==> src/rtl/sklansky_mp_adder.sv <==
// Multi-precision adder: streams 16-bit word pairs (LSW first) through one Sklansky prefix core.
// Optional subtract mode is enabled by defining MPADD_SUB_EN (adds the in_sub port).

module sklansky (
  input  logic [15:0] a,
  input  logic [15:0] b,
  input  logic        cin,
  output logic [15:0] sum,
  output logic        cout
);
  always_comb begin
    logic [15:0] g, p, gn, pn, p0;
    p0 = a ^ b;
    g  = a & b;
    p  = p0;
    // Folding cin into bit 0's generate makes every group carry include it.
    g[0] = g[0] | (p0[0] & cin);
    for (int l = 0; l < 4; l++) begin
      gn = g;
      pn = p;
      for (int i = 0; i < 16; i++) begin
        if (((i >> l) & 1) != 0) begin
          gn[4'(i)] = g[4'(i)] | (p[4'(i)] & g[4'(((i >> l) << l) - 1)]);
          pn[4'(i)] = p[4'(i)] & p[4'(((i >> l) << l) - 1)];
        end
      end
      g = gn;
      p = pn;
    end
    sum  = p0 ^ {g[14:0], cin};
    cout = g[15];
  end
endmodule

module sklansky_mp_adder #(
  parameter int MAX_WORDS = 8
) (
  input  logic        clk,
  input  logic        rst,
  input  logic        cin_init,
`ifdef MPADD_SUB_EN
  input  logic        in_sub,
`endif
  input  logic        in_valid,
  output logic        in_ready,
  input  logic [15:0] in_a,
  input  logic [15:0] in_b,
  input  logic        in_last,
  output logic        out_valid,
  input  logic        out_ready,
  output logic [15:0] out_sum,
  output logic        out_last,
  output logic        out_cout,
  output logic        out_len_err,
  output logic        busy
);
  localparam int CW = $clog2(MAX_WORDS) + 1;

  typedef enum logic {IDLE, RUN} state_t;

  state_t          state, state_nxt;
  logic [CW-1:0]   word_cnt, cnt_nxt;
  logic            carry_q, carry_nxt;
  logic            last_nxt, cout_nxt, len_err_nxt;
  logic            xfer_in;
  logic [15:0]     add_b, add_sum;
  logic            add_cin, add_cout;

  assign in_ready = !out_valid || out_ready;
  assign xfer_in  = in_valid && in_ready;
  assign busy     = (state == RUN);

`ifdef MPADD_SUB_EN
  logic sub_q, sub_eff;

  // The mode bit is taken from the port on word 0 and from the register afterwards.
  assign sub_eff = (state == IDLE) ? in_sub : sub_q;
  assign add_b   = sub_eff ? ~in_b : in_b;
  assign add_cin = (state == IDLE) ? (in_sub | cin_init) : carry_q;

  always_ff @(posedge clk or posedge rst) begin
    if (rst)
      sub_q <= 1'b0;
    else if (xfer_in && state == IDLE)
      sub_q <= in_sub;
  end
`else
  assign add_b   = in_b;
  assign add_cin = (state == IDLE) ? cin_init : carry_q;
`endif

  sklansky u_core (
    .a    (in_a),
    .b    (add_b),
    .cin  (add_cin),
    .sum  (add_sum),
    .cout (add_cout)
  );

  always_comb begin
    state_nxt   = state;
    cnt_nxt     = word_cnt;
    carry_nxt   = carry_q;
    last_nxt    = 1'b0;
    cout_nxt    = 1'b0;
    len_err_nxt = 1'b0;
    if (xfer_in) begin
      carry_nxt = add_cout;
      case (state)
        IDLE: begin
          if (in_last) begin
            last_nxt  = 1'b1;
            cout_nxt  = add_cout;
            carry_nxt = 1'b0;
            cnt_nxt   = '0;
          end else begin
            state_nxt = RUN;
            cnt_nxt   = CW'(1);
          end
        end
        RUN: begin
          if (in_last || word_cnt == CW'(MAX_WORDS - 1)) begin
            last_nxt    = 1'b1;
            cout_nxt    = add_cout;
            len_err_nxt = !in_last;
            carry_nxt   = 1'b0;
            cnt_nxt     = '0;
            state_nxt   = IDLE;
          end else begin
            cnt_nxt = word_cnt + CW'(1);
          end
        end
        default: state_nxt = IDLE;
      endcase
    end
  end

  always_ff @(posedge clk or posedge rst) begin
    if (rst) begin
      state       <= IDLE;
      word_cnt    <= '0;
      carry_q     <= 1'b0;
      out_valid   <= 1'b0;
      out_sum     <= '0;
      out_last    <= 1'b0;
      out_cout    <= 1'b0;
      out_len_err <= 1'b0;
    end else begin
      state    <= state_nxt;
      word_cnt <= cnt_nxt;
      carry_q  <= carry_nxt;
      // Output register loads on accept; otherwise drains once the consumer takes it.
      if (xfer_in) begin
        out_valid   <= 1'b1;
        out_sum     <= add_sum;
        out_last    <= last_nxt;
        out_cout    <= cout_nxt;
        out_len_err <= len_err_nxt;
      end else if (out_valid && out_ready) begin
        out_valid <= 1'b0;
      end
    end
  end
endmodule

==> config.mk <==
export PLATFORM = sky130hd
export DESIGN_NAME = sklansky_mp_adder
export DESIGN_NICKNAME = d
export VERILOG_FILES = /design/src/rtl/sklansky_mp_adder.sv
export SDC_FILE = /design/constraint.sdc
export NUM_CORES = 1
export LEC_CHECK = 0
export CELL_PAD_IN_SITES_DETAIL_PLACEMENT = 0
export CELL_PAD_IN_SITES_GLOBAL_PLACEMENT = 1
export CORE_AREA = 2 2 73 75
export DETAILED_ROUTE_END_ITERATION = 12
export DIE_AREA = 0 0 75 77
export PLACE_DENSITY = 0.88
export SLEW_MARGIN = 40
export SYNTH_ARGS = -nofsm -noshare
export SYNTH_HDL_FRONTEND = slang
export SYNTH_HIERARCHICAL = 1
export SYNTH_SLANG_ARGS = --single-unit
==> constraint.sdc <==
create_clock -name clk -period 3.9 [get_ports clk]
set_clock_uncertainty 0.05 [all_clocks]
set_input_delay 0.78 -clock clk [delete_from_list [all_inputs] [get_ports clk]]
set_output_delay 0.78 -clock clk [all_outputs]
set_load 0.05 [all_outputs]
# Yosys cells after proc, flatten, opt, wreduce, memory -nomap -nowiden
# Cells that the tools add are included.
# totals
reg_bits	26
out_inout_bits	22
word_cells	72
input_bits	38
# op_classes
muxes	20
n_addsub	1
n_bitwise	35
reduce_logical	7
eq_ne	1
# ops
op	count
bitwise XOR 16 bit	2
AND 1 bit	18
AND 16 bit	1
2-to-1 mux 1 bit	14
OR 1 bit	13
case mux 1 bit (2 select lines)	4
case mux 4 bit (2 select lines)	1
adder 4 x 1 -> 4 bit (second input constant)	1
== test 4 x 3 -> 1 bit (second input constant)	1
2-to-1 mux 4 bit	1
logical AND 1 bit	2
zero test 1 bit	2
logical OR 1 bit	2
nonzero test 2 bit	1
NOT 1 bit	1

# Logic depth before layout (Yosys ltp)
# logic_depth
word_depth	10
ltp_mapped	10
mapped_depth_nobuf	10

# Cells and area by module
# Netlist, hierarchy kept.
# by_module_without_submodules
mod	area_each_um2	cells_per_inst	instances
sklansky_mp_adder	1168.6	76	1
sklansky	513.0	56	1

# Worst setup path before layout
# Ideal clock, no wire load.
# synth_path
path_type	register to register
startpoint	register state, in the netlist busy
endpoint	register out_sum[5]
required_ps	3725
stages_incl_launch_ff	11
slack_ps	841
path_buffers	0
synth_period_minus_slack_ps	3059
arrival_time_ps	2884
cell_sequence	dfrtp_1 -> mux2_2 -> inv_1 -> fa_1 -> inv_1 -> fa_1 -> a21o_2 -> a21o_1 -> fa_1 -> xor2_1 -> mux2_4
# synth_via
elab_chain_len	10
# synth_lines
element	line_no	source
from (decl)	61	state_t state, state_nxt;
from (signal assigned)	149	state <= state_nxt;
2-to-1 mux 1 bit	89	assign add_cin = (state == IDLE) ? cin_init : carry_q;
via add_cin	67	logic add_cin, add_cout;
AND 1 bit	17	g[0] = g[0] | (p0[0] & cin);
OR 1 bit	17	
AND 1 bit	23	gn[4'(i)] = g[4'(i)] | (p[4'(i)] & g[4'(((i >> l) << l) - 1)]);
OR 1 bit	23	
AND 1 bit	23	
OR 1 bit	23	
AND 1 bit	23	
OR 1 bit	23	
bitwise XOR 16 bit	30	sum = p0 ^ {g[14:0], cin};
via add_sum[5]	66	logic [15:0] add_b, add_sum;
to (signal assigned)	155	out_sum <= add_sum;
to (decl)	51	output logic [15:0] out_sum,
# The timed path passes the listed nets, and every way through them passes these cells.
# A chain may end at the register's enable or synchronous reset.

# Worst setup path in the final report
# layout_path
startpoint	input port cin_init
endpoint	register out_sum[5]
# layout_via
elab_chain_len	10
# layout_lines
element	line_no	source
from (decl)	40	input logic cin_init,
2-to-1 mux 1 bit	89	
via add_cin	67	
AND 1 bit	17	
OR 1 bit	17	
AND 1 bit	23	
OR 1 bit	23	
AND 1 bit	23	
OR 1 bit	23	
AND 1 bit	23	
OR 1 bit	23	
bitwise XOR 16 bit	30	
via add_sum[5]	66	
# The timed path passes the listed nets, and every way through them passes these cells.

==> flow_metrics.py <==
metrics = {
    "outcome": {
        "status": "completed",
    },
    "logic_synthesis": {
        "syn_nets": 189,
        "yosysUniqueCellTypes": 38,
        "syn_inst": 132,
        "post-synth-top-area-cell": "dfrtp_1",
        "netlist_area_um2": 1680,
        "avgSynthCellArea_um2": 12.7,
        "synthTopCellsByArea": "dfrtp_1, mux2_4, ha_1",
        "yosysWarnings": 6,
        "ys_seq_area_share_pct": 38.7,
        "netlist.area_leader.share_pct": 38.7,
        "ys_ff_latch": 26,
    },
    "final_layout": {
        "insertedDiodeCount": 0,
        "finalNonFillerCells": 261,
        "drive_gt1_share_pct": 16.8,
        "nFillCells": 457,
        "area_delta_synth_final_pct": 41.3,
        "nets": 249,
    },
    "die": {
        "core-area_um2": 4980,
        "initial_utilization_pct": 33.8,
        "dieArea_um2": 5780,
        "die_w_um": 75,
        "die_h_um": 77,
        "rows": 26,
        "ioPinCount": 60,
    },
    "place": {
        "dpl.hpwl_um": 2470,
        "portBuffers": 59,
        "gp_congestion": 0.748,
        "pre_cts_ws_ns": 0.404,
        "dp.cells": 257,
    },
    "clock_network": {
        "cts_buffers": 3,
        "clkTransAtPathRegs_ns": 0.10,
        "clkSinkCount": 26,
        "cts.path.max_buffers": 2,
        "postCtsResizedCells": 0,
        "cts_root_buf": "clkbuf_8",
        "cts_htree_levels": 1,
        "hold_buffers": 0,
        "clk_latency_ns": 0.27,
        "cts_setup_buffers": 0,
        "cts_tree": "built",
    },
    "setup_path": {
        "startpoint_type": "input pin",
        "rr_endpoint": "out_sum[5]",
        "required_ns": 4.02,
        "rr_worst_depth": 10,
        "critical_path_class": "in2reg",
        "slowest_stage": "clkdlybuf4s50_1",
        "rrSetupSlack_ns": 0.99,
        "worstPathMaxFanout": 3,
        "cpPeakStageDelay_ns": 0.39,
        "cp_common_cell": "fa_1",
        "cp-end-kind": "register",
        "crit_arrival_ns": 3.30,
        "cp_cell_sequence": "clkdlybuf4s50_1 > mux2_2 > inv_1 > fa_1 > inv_1 > fa_1 > a21o_2 > a21o_1 > fa_1 > xor2_1 > mux2_4",
        "r2r_start": "busy",
    },
    "sta": {
        "fin_setup_tns_ns": 0,
        "post-route-period-util_pct": 81.7,
        "hold_viol": 0,
        "min_period_ns": 3.19,
        "setup_viol": 0,
        "rsz0062_at_grt": "false",
        "relSlewSlack_pct": 63.0,
        "tightest_slew_ns": 0.554,
        "max_clock_freq_ghz": 0.314,
        "fin_ws_ns": 0.714,
        "finalMaxSlewViolations": 0,
    },
    "global_routing": {
        "grt_pass1_vias": 1267,
        "grt_pass1_wl_um": 5700,
        "antenna_found_initial": 0,
        "grt_max_degree": 27,
        "track_usage_pct": 12.5,
        "grt.overflow.total": 0,
    },
    "run": {
        "max_cap_viol_count": 0,
    },
    "routing": {
        "drc": 0,
        "viasPerCell": 4.66,
        "wl_um": 3250,
        "drt_iter0_markers": 46,
        "avgRoutedWirePerCell_um": 12.4,
        "first_pass_iters": 4,
        "drtAntennaViolNets": 0,
        "vias": 1217,
    },
    "hold_path": {
        "holdPathEnd": "out_cout",
        "hold-path-cell-count": 1,
        "hold_path.class": "reg2reg",
        "hold_start": "out_cout",
    },
    "pwr": {
        "p_leak_nw": 1.09,
        "cellPowerDensity_nw_per_um2": 443,
        "ir_worst_vdd_mv": 0.236,
    },
}
-- through the flow --
stage	util (%)	instance area (µm²)	hold WS (ns)	total power, mW
2_1_floorplan	-	1680	0.401	0.709
3_3_place_gp	46.6	2320	0.425	0.877
3_5_place_dp	46.6	2320	0.425	0.883
4_1_cts	47.7	2380	0.453	1.07
5_1_grt	47.7	2380	0.463	1.11
6_report	47.7	2380	0.450	1.05
-- flip-flops by register name (all words and copies together), names as in the netlist --
| signal | flops |
|---|---|
| busy | 1 |
| carry_q | 1 |
| out_cout | 1 |
| out_last | 1 |
| out_len_err | 1 |
| out_sum | 16 |
| out_valid | 1 |
| word_cnt | 4 |
-- report_power, final --
part           total [mW]  internal, mW  switching (mW)
clock               0.178        0.0903          0.0878
sequential          0.361         0.325          0.0368
combinational       0.512         0.224           0.288
-- layout by cell type (no fill, tap or decap), drive strengths merged --
cell           Yosys  final
o21ai              2      2
and4               1      1
xor2               9      9
clkbuf             0      4
nor3b              2      2
nand4b             1      1
ha                15     15
fa                 4      4
xnor2              2      2
nand2b             3      3
nor2               1      1
o211ai             1      1
a31oi              1      1
nand3              4      4
a21o               4      4
nand4              2      2
o311ai             1      1
clkdlybuf4s50      0     59
inv               12     12
mux2              19     19
a32o               1      1
a21oi              3      3
and3b              1      1
a211o              1      1
o2bb2ai            6      6
o2111ai            1      1
dfrtp             26     26
nand2              3      3
or2                1      1
and3               1      1
-- layout make-up --
type / count / area [µm²] / area share [%]
inverter: 12 / 45.0 / 1.90
timing repair buffer: 59 / 591 / 24.9
multi-input combinational: 90 / 947 / 39.9
sequential: 26 / 651 / 27.4
clock buffer: 4 / 55.1 / 2.32
tap: 70 / 87.6 / 3.69
-- layer usage --
metal	vias to the layer above	part of all wire, %	wire, µm	track usage (%)
li1	588	-	-	-
met1	582	45	1450	15.9
met2	43	48	1570	21.0
met3	4	5.0	162	1.05
met4	0	1.7	56	5.54
met5	-	0	0	0
-- kinds of logic after synthesis --
group,share of synthesized area (%)
muxes,15.8
and+or+nand+nor,8.78
xor gates and xnor gates,5.73
DFF,38.7
buffers and inverters,4.98
AOI/OAI and AO/OA,10.0
adders and majority gates,15.9
-- worst max-delay path: cells and delay by family --
kind / cells / cell delay, ns
xor+xnor: 1 / 0.15
mux: 2 / 0.52
compound gates: 2 / 0.44
fa+ha+maj: 3 / 0.92
buf+inv: 3 / 0.50
-- cell usage after synthesis (all sizes together) --
library cell  number
a211o              1
a21o               4
a21oi              3
a31oi              1
a32o               1
and3               1
and3b              1
and4               1
buf                4
dfrtp             26
fa                 4
ha                15
inv               12
mux2              19
nand2              3
nand2b             3
nand3              4
nand4              2
nand4b             1
nor2               1
nor3b              2
o2111ai            1
o211ai             1
o21ai              2
o2bb2ai            6
o311ai             1
or2                1
xnor2              2
xor2               9
-- worst max-delay path by stage --
stage                       to  slack, ns  cells after the start      from
detailed placement  out_sum[5]       0.40                     11  cin_init
finish              out_sum[5]       0.71                     11  cin_init
floorplan           out_sum[5]       0.84                     10      busy
global placement    out_sum[5]       0.45                     11  cin_init
global route        out_sum[5]       0.60                     11  cin_init
CTS                 out_sum[5]       0.70                     11  cin_init
Note: power is estimated with default switching activity, not from simulation.
